--- config.mk ---
export PLATFORM = sky130hd
export DESIGN_NAME = seq_detector_param
export DESIGN_NICKNAME = d
export VERILOG_FILES = /design/src/rtl/seq_detector_param.sv
export SDC_FILE = /design/constraint.sdc
export NUM_CORES = 1
export LEC_CHECK = 0
export CAP_MARGIN = 20
export CORE_UTILIZATION = 40
export DETAILED_ROUTE_END_ITERATION = 10
export GPL_TIMING_DRIVEN = 0
export PLACE_DENSITY = 0.66
export SYNTH_ARGS = -nofsm -noshare
export SYNTH_HDL_FRONTEND = slang
export SYNTH_SLANG_ARGS = --single-unit
--- constraint.sdc ---
create_clock -name clk -period 2.5 [get_ports clk]
set_clock_uncertainty 0.1 [all_clocks]
set_input_delay 0.75 -clock clk [delete_from_list [all_inputs] [get_ports clk]]
set_output_delay 0.75 -clock clk [all_outputs]
set_load 0.1 [all_outputs]
--- src/rtl/seq_detector_param.sv ---
// Runtime-programmable serial pattern detector with overlap control,
// a registered match pulse and a saturating match counter.
module seq_detector_param #(
    parameter  int MAX_LEN = 8,
    parameter  int CNT_W   = 8,
    localparam int LEN_W   = $clog2(MAX_LEN + 1)
) (
    input  logic               clk,
    input  logic               rst_n,
    input  logic               datain,
    input  logic               din_valid,
    input  logic               cfg_load,
    input  logic [MAX_LEN-1:0] cfg_pattern,
    input  logic [LEN_W-1:0]   cfg_len,
    input  logic               cfg_overlap,
    input  logic               cnt_clr,
    output logic               armed,
    output logic               match,
    output logic [CNT_W-1:0]   match_cnt,
    output logic               cfg_err
);

    typedef enum logic {S_UNCFG, S_RUN} state_t;

    localparam logic [LEN_W-1:0] LEN_MAX = LEN_W'(MAX_LEN);
    localparam logic [CNT_W-1:0] CNT_MAX = {CNT_W{1'b1}};

    state_t             state_q, state_d;
    logic [MAX_LEN-1:0] pat_q, pat_d;
    logic [LEN_W-1:0]   len_q, len_d;
    logic               ovl_q, ovl_d;
    logic [MAX_LEN-1:0] hist_q, hist_d;
    logic [LEN_W-1:0]   fill_q, fill_d;
    logic               match_q, match_d;
    logic [CNT_W-1:0]   cnt_q, cnt_d;
    logic               err_q, err_d;

    logic               lenOk;
    logic               accept;
    logic               hit;
    logic [MAX_LEN-1:0] histNext;
    logic [LEN_W-1:0]   fillNext;
    logic [MAX_LEN-1:0] lenMask;

    always_ff @(posedge clk) begin
        if (!rst_n) begin
            state_q <= S_UNCFG;
            pat_q   <= '0;
            len_q   <= '0;
            ovl_q   <= 1'b0;
            hist_q  <= '0;
            fill_q  <= '0;
            match_q <= 1'b0;
            cnt_q   <= '0;
            err_q   <= 1'b0;
        end else begin
            state_q <= state_d;
            pat_q   <= pat_d;
            len_q   <= len_d;
            ovl_q   <= ovl_d;
            hist_q  <= hist_d;
            fill_q  <= fill_d;
            match_q <= match_d;
            cnt_q   <= cnt_d;
            err_q   <= err_d;
        end
    end

    // Match is judged on the post-shift history so the pulse lands one edge after the last bit.
    always_comb begin
        lenOk    = (cfg_len != '0) && (cfg_len <= LEN_MAX);
        accept   = (state_q == S_RUN) && din_valid && !cfg_load;
        histNext = {hist_q[MAX_LEN-2:0], datain};
        fillNext = (fill_q == LEN_MAX) ? fill_q : fill_q + 1'b1;
        lenMask  = ~({MAX_LEN{1'b1}} << len_q);
        hit      = accept && (fillNext >= len_q)
                   && (((histNext ^ pat_q) & lenMask) == '0);

        state_d = state_q;
        pat_d   = pat_q;
        len_d   = len_q;
        ovl_d   = ovl_q;
        hist_d  = hist_q;
        fill_d  = fill_q;
        match_d = hit;
        err_d   = 1'b0;
        cnt_d   = cnt_q;

        if (cfg_load) begin
            if (lenOk) begin
                state_d = S_RUN;
                pat_d   = cfg_pattern;
                len_d   = cfg_len;
                ovl_d   = cfg_overlap;
                hist_d  = '0;
                fill_d  = '0;
            end else begin
                err_d = 1'b1;
            end
        end else if (accept) begin
            hist_d = histNext;
            fill_d = (hit && !ovl_q) ? '0 : fillNext;
        end

        if (cnt_clr) begin
            cnt_d = '0;
        end else if (hit && (cnt_q != CNT_MAX)) begin
            cnt_d = cnt_q + 1'b1;
        end
    end

    assign armed     = (state_q == S_RUN);
    assign match     = match_q;
    assign match_cnt = cnt_q;
    assign cfg_err   = err_q;

endmodule

Word-level counts from Yosys, hierarchy flattened:

Index checks and enable logic that the tools add are counted.

* add/subtract/negate cells: 2
* multiplexer cells: 9
* order comparisons: 2
* reduce and logical (&&, ||, !) cells: 16
* bitwise operators: 4
* shifts and indexed selects: 1
* equal/unequal tests: 3

Operator list (number)
* $mux W7: 3
* $mux W4: 5
* $add A8 B1 Y8 const B: 1
* $and A8 B8 Y8: 1
* $logic_not A8 Y1: 1
* $ne A8 B8 Y1 const B: 1
* $not A8 Y8: 1
* $shl A8 B4 Y8 const A: 1
* $xor A8 B8 Y8: 1
* $logic_and A1 B1 Y1: 7
* $reduce_and A2 Y1: 3
* $add A4 B1 Y4 const B: 1
* $eq A4 B4 Y1 const B: 1
* $ge A4 B4 Y1: 1
* $le A4 B4 Y1 const B: 1
* $reduce_bool A4 Y1: 1
* $logic_not A1 Y1: 2
* $ne A2 B1 Y1 const B: 1
* $reduce_bool A2 Y1: 1
* $reduce_or A2 Y1: 1
* $mux W1: 1
* $not A1 Y1: 1

* word-level logic and storage cells: 46
* input bits: 19
* register bits: 35
* output and inout port bits: 11

Longest topological paths before layout:

* depth in word-level cells: 9
* depth in mapped cells: 12
* mapped depth without buffers: 12

Least setup slack after synthesis:

Ideal clock, no wire load.

* kind: reg-to-reg
* start point: reg fill_q[0]
* end point: reg fill_q[0]
* clock period less this slack: 2540 ps
* slack: -40 ps
* cell stages (with the launch flop): 13
* arrival time: 2370 ps
* library setup time: 70 ps
* buffers on the path: 0
* data required time: 2330 ps
* cells stage by stage: dfxtp_1 > inv_1 > ha_1 > nand2_1 > nor2_1 > xnor2_1 > ha_1 > nand2b_1 > a2111oi_0 > nor3_2 > a31oi_1 > o21ai_0 > a21boi_1

* word-level cells in the longest chain between the ends: 9

Ends and longest elaborated chain
* start, declared: RTL line 33 `logic [LEN_W-1:0] fill_q, fill_d;`
* start signal, assigned: RTL line 62 `fill_q <= fill_d;`
* $add A4 B1 Y4 or $eq A4 B4 Y1 (tied branches): RTL line 74 `fillNext = (fill_q == LEN_MAX) ? fill_q : fill_q + 1'b1;`
* $mux W4 (*): RTL line 74
* $ge A4 B4 Y1: RTL line 76 `hit = accept && (fillNext >= len_q)`
* $logic_and A1 B1 Y1: RTL line 76
* $logic_and A1 B1 Y1: RTL line 77 `&& (((histNext ^ pat_q) & lenMask) == '0);`
* $logic_and A1 B1 Y1: RTL line 102 `fill_d = (hit && !ovl_q) ? '0 : fillNext;`
* $mux W4 (*): RTL line 102
* $mux W4 (*): RTL line 100 `end else if (accept) begin`
* $mux W4 (*): RTL line 89 `if (cfg_load) begin`

Every way passes the cells marked *; elsewhere a longest branch is shown, timed or not. The select of a mux whose other input is x is not followed.
A chain may end at the register's enable or synchronous reset.

Final worst setup path:

* start point: reg fill_q[0]
* end point: reg cnt_q[4], in the netlist match_cnt[4]

* word-level cells in the longest chain between the ends: 6

Ends and longest elaborated chain
* $add A4 B1 Y4 or $eq A4 B4 Y1 (tied branches): RTL line 74
* $mux W4 (*): RTL line 74
* $ge A4 B4 Y1 (*): RTL line 76
* $logic_and A1 B1 Y1 (*): RTL line 76
* $logic_and A1 B1 Y1 (*): RTL line 77
* $logic_and A1 B1 Y1 (*): RTL line 107 `end else if (hit && (cnt_q != CNT_MAX)) begin`
* end signal, assigned: RTL line 64 `cnt_q <= cnt_d;`
* end, declared: RTL line 35 `logic [CNT_W-1:0] cnt_q, cnt_d;`

Every way passes the cells marked *; elsewhere a longest branch is shown, timed or not.

==> impl_metrics.csv <==
group,metric,value,unit
status,status,"complete, but fails checks",
layout,fin_nets,281,
drt,vias,1599,
placement,gp_congestion,0.800,
worst_setup_path,crit_chain,"inv_4, ha_4, nand2_4, nor2_4, buf_6, nor2_4, ha_4, o21a_1, o22ai_2, a211oi_4, nand4_1, or3_1, a21oi_2",
worst_setup_path,worstPathRequired,2.62,ns
power_and_ir_drop,fin_total_pwr,1140,µW
worst_setup_path,slowest_stage,"or3_1",
sta,finalSetupTns,-0.0256,ns
worst_setup_path,critical_path_arrival,2.65,ns
sta,post-route-min-period,2.53,ns
synthesis,mappedNetlistArea,1760,µm²
drt,drc,0,
floorplanning,die-area,4670,µm²
drt,drtIter0Drc,94,
synthesis,syn_nets,237,
grt,grt_pass1_vias,1443,
floorplanning,initial_core_util,42.8,%
drt,ant_nets,0,
flow_run,maxCapViolCount,0,
sta,fin_crit_sh,101,%
layout,areaGrowthSynthToFinish,36.8,%
placement,hpwl,2810,µm
layout,final_cells,306,
sta,finalHoldViolations,0,
clock_tree,cts_sinks,35,
grt,antenna_found_initial,0,
clock_tree,clk_path_buf_depth,2,
worst_setup_path,critPathKind,"flip-flop to flip-flop",
clock_tree,cts_root_buffer,"clkbuf_8",
drt,wl_per_cell,13.4,µm
sta,rsz0062_at_grt,"yes",
synthesis,ys_types,39,
drt,wl,4090,µm
clock_tree,holdBufCountCts,0,
power_and_ir_drop,ir_worst_vdd,346,µV
worst_setup_path,crit_path_max_incr_delay,0.39,ns
sta,slew_viol_final,0,
power_and_ir_drop,power_density,474,nW/µm²
sta,worstMarginPinSlew,0.957,ns
synthesis,postSynthAreaPerCell,8.35,µm²
placement,placed_cells,289,
status,violations,"negative setup slack",
worst_setup_path,end_kind,"flip-flop",
clock_tree,clk_latency,0.29,ns
placement,io_buffer_count,28,
clock_tree,cts.clk_slew.worst_paths,0.07,ns
sta,finalWorstSetupSlack,-0.0256,ns
clock_tree,htreeDepth,2,
worst_setup_path,cp_top_family,"simple AND/OR/NAND/NOR gates",
floorplanning,coreArea,4120,µm²
worst_setup_path,start_kind,"flip-flop",
layout,fill_cells,391,
floorplanning,die_w,68.4,µm
sta,fmax,396,MHz
synthesis,ys_seq_area_share,39.8,%
synthesis,postSynthCellCount,211,
drt,viasPerCell,5.23,
floorplanning,pin_count,30,
placement,dpl_cell_area,2110,µm²
drt,drt-pass1-iter-count,4,
grt,grt.total_usage,18.8,%
worst_setup_path,crit_fanout,4,
grt,gr-total-overflow,0,
grt,grt_max_degree,14,
clock_tree,cts_buffers,5,
floorplanning,dieHeight,68.4,µm
layout,drive_gt1_share,19.5,%
layout,antenna_cells,0,
sta,setup_viol,1,
grt,grt_pass1_wl,6420,µm
clock_tree,cts_tree,"built",
floorplanning,row_count,23,
sta,slew_headroom,36.4,%
worst_setup_path,crit_buf_inv,2,
synthesis,yosys_warnings,0,
synthesis,synth_seq_cells,35,
min_path,hp-class,"flip-flop to flip-flop",
power_and_ir_drop,p_leak,0.000863,µW
sta,whs,0.368,ns
layout,fin_area,2410,µm²
## layout by cell type (no fill, tap or decap), drive strengths merged, types with 3 or more instances in the layout
| master | count |
|---|---|
| o21ai | 10 |
| clkdlybuf4s50 | 16 |
| o22ai | 3 |
| nand4 | 3 |
| dfxtp | 35 |
| clkbuf | 14 |
| inv | 7 |
| dlygate4sd2 | 10 |
| nand2 | 41 |
| and2 | 3 |
| buf | 12 |
| nor3 | 3 |
| xnor2 | 13 |
| nor2 | 9 |
| or3 | 5 |
| ha | 7 |
| nand3 | 15 |
| nor2b | 3 |
| a21oi | 6 |
| a21boi | 22 |
## timing repair
item                       in CTS  in global routing
gates resized for setup        25                 31
pin swaps                       9                 18
buffers inserted                9                  0
setup endpoints to repair      27                 33
gates cloned                    1                  0
## synthesized netlist by cell type (all sizes together)
cell type   n  area share, %
dfxtp      35             40
clkbuf      6            1.3
inv         7            1.5
nor4        1           0.71
nand4       3            1.1
and3        2           0.78
nand3      14            4.3
nor3        3            1.1
a21boi     22            9.4
mux2i       1           0.57
or2         1           0.36
and2        3            1.1
a31oi       1           0.36
a2111oi     1           0.50
o21a        2           0.85
and3b       1           0.50
nor2b       3            1.1
nand2b      2           0.71
o22ai       3            1.1
xor2        1           0.50
nand2      41            8.7
ha          7            5.0
or3         5            1.8
a211oi      2            1.6
o21ai      10            2.8
buf         4            1.4
xnor2      13            6.5
nor2        9            1.9
a32oi       2           0.99
a21oi       6            1.9
## tightest hold or removal path, delay by kind of cell (launching register included)
kind             cells  cell delay (ns)
AO/OA/AOI/OAI        1             0.05
flip-flops           1             0.32
AND/OR/NAND/NOR      1             0.05
## cells by family after synthesis
| group | after synthesis | synth area share (%) |
|---|---|---|
| xor gates and xnor gates | 14 | 6.96 |
| buffers and inverters | 17 | 4.19 |
| AOI/OAI and AO/OA | 49 | 19.5 |
| muxes | 1 | 0.568 |
| DFF | 35 | 39.8 |
| adders and majority gates | 7 | 4.97 |
| and+or+nand+nor | 88 | 24.1 |
## power breakdown
group / internal [µW] / leakage [µW] / switching [µW]
Sequential: 572 / 0.000285 / 11.2
Clock: 195 / 0.0000422 / 195
Combinational: 77.9 / 0.000536 / 90.7
## state kept, by name (all words and copies together) (netlist names)
name,flops
len_q,4
pat_q,8
fill_q,4
cfg_err,1
ovl_q,1
hist_q,7
match_cnt,8
armed,1
match,1
## per-layer routing
metal  track usage, %  part of all wire [%]  up-vias
met4             7.03                   1.4        0
met1             24.0                    47      757
met3             3.67                   2.9        6
met5                0                     0        -
li1                 -                     -      812
met2             31.1                    49       24
## metrics by stage
stage          setup WS, ns  utilization [%]
2_1_floorplan     0.0000266                -
3_3_place_gp         -0.518             51.2
3_5_place_dp         -0.519             51.2
4_1_cts            -0.00186             55.3
5_1_grt              -0.150             58.6
6_report            -0.0256             58.6
## path summary, 6_finish.rpt
check,from,end,slack [ns],cells after the start
min,pat_q[4],pat_q[4],0.37,2
max,fill_q[0],match_cnt[4],-0.03,13
min reg2reg,pat_q[4],pat_q[4],0.37,2
max reg2reg,fill_q[0],match_cnt[4],-0.03,13
## area by class of cell
type | instances | area (µm²) | area share [%]
Inverter | 7 | 28.8 | 1.19
Clock buffer | 7 | 76.3 | 3.17
Timing Repair Buffer | 37 | 338 | 14.0
Tap cell | 50 | 62.6 | 2.60
Clock inverter | 1 | 5.00 | 0.208
Buffer | 9 | 48.8 | 2.02
Multi-Input combinational cell | 160 | 1150 | 47.6
Sequential cell | 35 | 703 | 29.2
No activity file was read; power rests on OpenSTA's default activity.
